## config.mk

```make
export PLATFORM = sky130hd
export DESIGN_NAME = multi_src_ctrl
export DESIGN_NICKNAME = d
export VERILOG_FILES = /design/src/rtl/ctrl_pkg.sv /design/src/rtl/edge_detector.sv /design/src/rtl/multi_src_ctrl.sv
export SDC_FILE = /design/constraint.sdc
export NUM_CORES = 1
export LEC_CHECK = 0
export BUFFER_PORTS_ARGS = -buffer_cell sky130_fd_sc_hd__buf_2
export CAP_MARGIN = 10
export CORE_MARGIN = 1
export CORE_UTILIZATION = 34
export CTS_CLUSTER_DIAMETER = 30
export CTS_CLUSTER_SIZE = 25
export DETAILED_ROUTE_END_ITERATION = 8
export PLACE_DENSITY = 0.84
export SYNTH_ARGS = -nofsm -noshare
export SYNTH_HDL_FRONTEND = slang
export SYNTH_SLANG_ARGS = --single-unit
```

## constraint.sdc

```tcl
create_clock -name clk -period 1.7 [get_ports clk]
set_clock_uncertainty 0.1 [all_clocks]
set_input_delay 0.17 -clock clk [delete_from_list [all_inputs] [get_ports clk]]
set_output_delay 0.17 -clock clk [all_outputs]
set_load 0.01 [all_outputs]
```

## src/rtl/ctrl_pkg.sv

```systemverilog
// Shared definitions for the multi-source producer controller:
// FSM state codes and the channel-index width helper.
package ctrl_pkg;

  typedef enum logic [1:0] {
    S_IDLE  = 2'd0,
    S_COMM  = 2'd1,
    S_WAIT  = 2'd2,
    S_DRAIN = 2'd3
  } state_e;

  function automatic int idx_width(input int n);
    return (n > 1) ? $clog2(n) : 1;
  endfunction

endpackage

```

## src/rtl/edge_detector.sv

```systemverilog
// Rising-edge detector: one-cycle pulse the cycle after a 0->1
// input level is first sampled; a held level yields one pulse.
module edge_detector (
  input  logic clock,
  input  logic reset,
  input  logic din,
  output logic rising
);

  logic din_q;
  logic prev_q;

  always_ff @(posedge clock) begin
    if (reset) begin
      din_q  <= 1'b0;
      prev_q <= 1'b0;
    end else begin
      din_q  <= din;
      prev_q <= din_q;
    end
  end

  assign rising = din_q & ~prev_q;

endmodule

```

## src/rtl/multi_src_ctrl.sv

```systemverilog
// Multi-channel producer controller: selects one producer,
// forwards its data to the buffer and handles stall/drain/switch.
module multi_src_ctrl
  import ctrl_pkg::*;
#(
  parameter int NUM_SRC   = 2,
  parameter int DATA_W    = 16,
  parameter int SWITCH_EN = 0
) (
  input  logic                          clk,
  input  logic                          rst,
  input  logic [NUM_SRC-1:0]            start,
  input  logic                          stop,
  input  logic                          buf_full,
  input  logic                          buf_empty,
  input  logic                          cons_valid,
  input  logic [NUM_SRC-1:0]            src_valid,
  input  logic [NUM_SRC*DATA_W-1:0]     src_data,
  output logic [NUM_SRC-1:0]            src_en,
  output logic                          buf_wr_en,
  output logic [DATA_W-1:0]             buf_wr_data,
  output logic [1:0]                    state,
  output logic [idx_width(NUM_SRC)-1:0] active_idx
);

  localparam int IW = idx_width(NUM_SRC);

  typedef logic [IW-1:0] idx_t;

  function automatic idx_t lowest(input logic [NUM_SRC-1:0] m);
    idx_t r;
    r = '0;
    for (int i = NUM_SRC - 1; i >= 0; i--) begin
      if (m[i]) r = idx_t'(i);
    end
    return r;
  endfunction

  logic [NUM_SRC-1:0] start_p;
  logic               stop_p;

  for (genvar g = 0; g < NUM_SRC; g++) begin : g_start
    edge_detector u_ed (
      .clock  (clk),
      .reset  (rst),
      .din    (start[g]),
      .rising (start_p[g])
    );
  end

  edge_detector u_stop_ed (
    .clock  (clk),
    .reset  (rst),
    .din    (stop),
    .rising (stop_p)
  );

  state_e             state_q, state_d;
  idx_t               idx_q, idx_d;
  logic               pv_q, pv_d;
  idx_t               pi_q, pi_d;
  logic [NUM_SRC-1:0] en_q, en_d;
  logic [NUM_SRC-1:0] act_oh;
  logic [NUM_SRC-1:0] other_p;

  always_comb begin
    act_oh         = '0;
    act_oh[idx_q]  = 1'b1;
    other_p        = start_p & ~act_oh;
  end

  always_comb begin
    state_d = state_q;
    idx_d   = idx_q;
    pv_d    = pv_q;
    pi_d    = pi_q;
    unique case (state_q)
      S_IDLE: begin
        if (|start_p) begin
          idx_d   = lowest(start_p);
          state_d = S_COMM;
        end
      end
      S_COMM: begin
        if (stop_p) begin
          state_d = S_DRAIN;
        end else if (buf_full) begin
          state_d = S_WAIT;
        end else if (SWITCH_EN != 0 && |other_p) begin
          pv_d    = 1'b1;
          pi_d    = lowest(other_p);
          state_d = S_DRAIN;
        end
      end
      S_WAIT: begin
        if (stop_p) begin
          state_d = S_DRAIN;
        end else if (!buf_full) begin
          state_d = S_COMM;
        end
      end
      S_DRAIN: begin
        // This cycle's stop/start already shapes the exit decision.
        if (SWITCH_EN != 0) begin
          if (stop_p) begin
            pv_d = 1'b0;
          end else if (|start_p) begin
            pv_d = 1'b1;
            pi_d = lowest(start_p);
          end
        end
        if (buf_empty && !cons_valid) begin
          if (pv_d) begin
            state_d = S_COMM;
            idx_d   = pi_d;
            pv_d    = 1'b0;
          end else begin
            state_d = S_IDLE;
          end
        end
      end
    endcase
  end

  always_comb begin
    en_d = '0;
    if (state_d == S_COMM) en_d[idx_d] = 1'b1;
  end

  always_ff @(posedge clk) begin
    if (rst) begin
      state_q <= S_IDLE;
      idx_q   <= '0;
      pv_q    <= 1'b0;
      pi_q    <= '0;
      en_q    <= '0;
    end else begin
      state_q <= state_d;
      idx_q   <= idx_d;
      pv_q    <= pv_d;
      pi_q    <= pi_d;
      en_q    <= en_d;
    end
  end

  assign src_en      = en_q;
  assign state       = state_q;
  assign active_idx  = idx_q;
  assign buf_wr_data = src_data[idx_q*DATA_W +: DATA_W];
  assign buf_wr_en   = (state_q == S_COMM) & src_valid[idx_q]
                     & ~buf_full;

endmodule

```

==> metrics.cfg <==
[outcome]
status=complete, no violations

[timing]
min_period_ns=1.54
setup_viol=0
slew_headroom_pct=74.5
worst_pin_slew_ns=0.378
slew_viol_final=0
rsz0062_at_grt=no
finalHoldViolCount=0
fmax_mhz=650
min_period_over_period_pct=90.5
finalSetupTns_ns=0

[finish]
syn_to_final_growth_pct=60.2
drive_above_1_share_pct=69.8
insertedDiodeCount=0
nets=169

[power_and_ir_drop]
ir_worst_vdd_mv=0.474
switching_share_pct=28.5
pwr-share-seq_pct=42.2
p_comb_share_pct=32.7
p_sw_uw=198
power_frac_clock_pct=25.1
intPower_uw=496
power_density_nw_per_um2=697
p_leak_nw=0.503
p_total_uw=694

[global_routing]
grt_max_degree=13
grt_pass1_vias=598
antenna_found_initial=0
grt_first_pass_wirelength_um=2330
globalRouteOverflowTotal=0
grtUsageTotal_pct=16.2

[die]
die_w_um=44.8
fp.dieH_um=44.8
die-area_sq_um=2000
rows=15
start_util_pct=36.0
core-area_sq_um=1730
ios=64

[worst_setup_path]
crit_required_ns=1.43
crit_type=reg2out
startpoint_type=flop
path_max_fanout=11
reg2reg_depth=3
arrival_ns=1.27
cp-end-kind=output pin

[cts]
cts_buffer_depth=2
postCtsSetupRepairBufs=0
cts_tree=done
clkSinkCount=11
htreeDepth=1
clk_latency_ns=0.26
cts_root_buffer=clkbuf_4
cts_buffers=3
cts_resized=0
cts.hold.buffers_added=0
path_clk_slew_ns=0.07

[placed_design]
dpl.hpwl_um=1360
routabilityCongestion=0.770
io_buffers=63

[drt]
drt-pass1-iter-count=2
routed_wl_um=1650
drtIter0Drc=3
vias_per_cell=4.52
detail-route-antenna-nets=0
wl_per_cell_um=10.9
drcViolationCount=0
vias=682

[synth]
async_flop_share_pct=0
yosys_register_bits=11
synth_ff_type=dfxtp_1
yosysUniqueCellTypes=23
synth_edf_count=0
yosys.area.top_type=dfxtp_1
syn_inst=60
yosysWarnings=0
yosysSeqAreaShare_pct=35.4
syn_nets=102
synth.top_cell.area_share_pct=35.4
synth.area.top_cells=dfxtp_1, mux2_2, nor2b_1
synth_area_per_cell_sq_um=10.4
netlist_area_sq_um=622

[worst_hold_path]
hp-class=in2reg
hold_depth=2

[run]
max-cap-violations=0

-- critical path, cell delays in order, from the launching register on --
cell and delay (ns):
dfxtp_1 0.33, buf_4 0.18, mux2_2 0.35, buf_2 0.14
-- registers in the layout (all words and copies together) (netlist names) --
signal	cells
active_idx	1
g_start.u_ed.din_q	2
g_start.u_ed.prev_q	2
src_en	2
state	2
u_stop_ed.din_q	1
u_stop_ed.prev_q	1
-- stage by stage --
step / worst slack (ns) / instance area [sq um] / hold slack, ns / instances / utilization [%]
global placement: 0.362 / 970 / 0.277 / 147 / 56.2
CTS: 0.151 / 996 / 0.00263 / 151 / 57.7
floorplan: 0.258 / 622 / 0.194 / 60 / -
detailed placement: 0.312 / 970 / 0.284 / 147 / 56.2
global route: 0.0893 / 996 / 0.00555 / 151 / 57.7
finish: 0.161 / 996 / 0.00833 / 151 / 57.7
-- worst paths after layout --
check,start,endpoint,slack [ns]
worst max register to register,state[1]$_SDFF_PP0_,src_en[0]$_SDFF_PP0_,0.30
worst min register to register,u_stop_ed.din_q$_SDFF_PP0_,u_stop_ed.prev_q$_SDFF_PP0_,0.38
worst min-delay path,stop,u_stop_ed.din_q$_SDFF_PP0_,0.008
worst max-delay path,active_idx$_SDFF_PP0_,buf_wr_data[14],0.16
-- final cells by class --
class | instances | area, sq um
multi-input cells | 46 | 388
well taps | 25 | 31.3
fillers | 163 | 731
repair buffers | 65 | 330
flip-flops and latches | 11 | 220
clock buffers | 4 | 26.3
-- power by group through the flow --
stage,combinational [mW],sequential (mW),clock (mW)
global route,0.247,0.295,0.194
floorplan,0.121,0.301,0
detailed placement,0.227,0.299,0
finish,0.227,0.293,0.174
CTS,0.229,0.293,0.182
global placement,0.224,0.296,0
-- synthesized netlist by cell type, types with 2 or more instances --
library cell  number
nor2b_1            8
nor4b_1            2
o21ai_0            2
dfxtp_1           11
nor2_1             2
nand2_1            2
mux2_2            16
buf_2              2
-- cell families (layout without fill, tap and decap cells) --
group                     count (synthesis)  after routing  synth area share (%)
buffers and inverters                     3             69                  2.21
muxes                                    17             17                  30.6
xor gates and xnor gates                  1              1                  1.41
DFF                                      11             11                  35.4
and+or+nand+nor                          21             21                  22.1
AOI/OAI and AO/OA                         7              7                  8.25
-- cells in the final DEF (no fill, tap or decap), types with 2 or more instances in the layout --
cell type	netlist	routed
buf_2	2	63
nor2b_1	8	8
buf_4	0	2
nor2_1	2	2
clkbuf_4	0	3
nand2_1	2	2
dfxtp_1	11	11
o21ai_0	2	2
nor4b_1	2	2
mux2_2	16	16
-- layer usage --
metal / routed length, um / global-route usage (%) / up-vias / share of wire (%)
met5: 0 / 0 / - / 0
met4: 13 / 7.27 / 0 / 0.79
met3: 189 / 6.00 / 2 / 11
met2: 802 / 30.0 / 44 / 49
met1: 644 / 16.0 / 289 / 39
li1: - / - / 347 / -
Power figures use the tool's default switching activity.
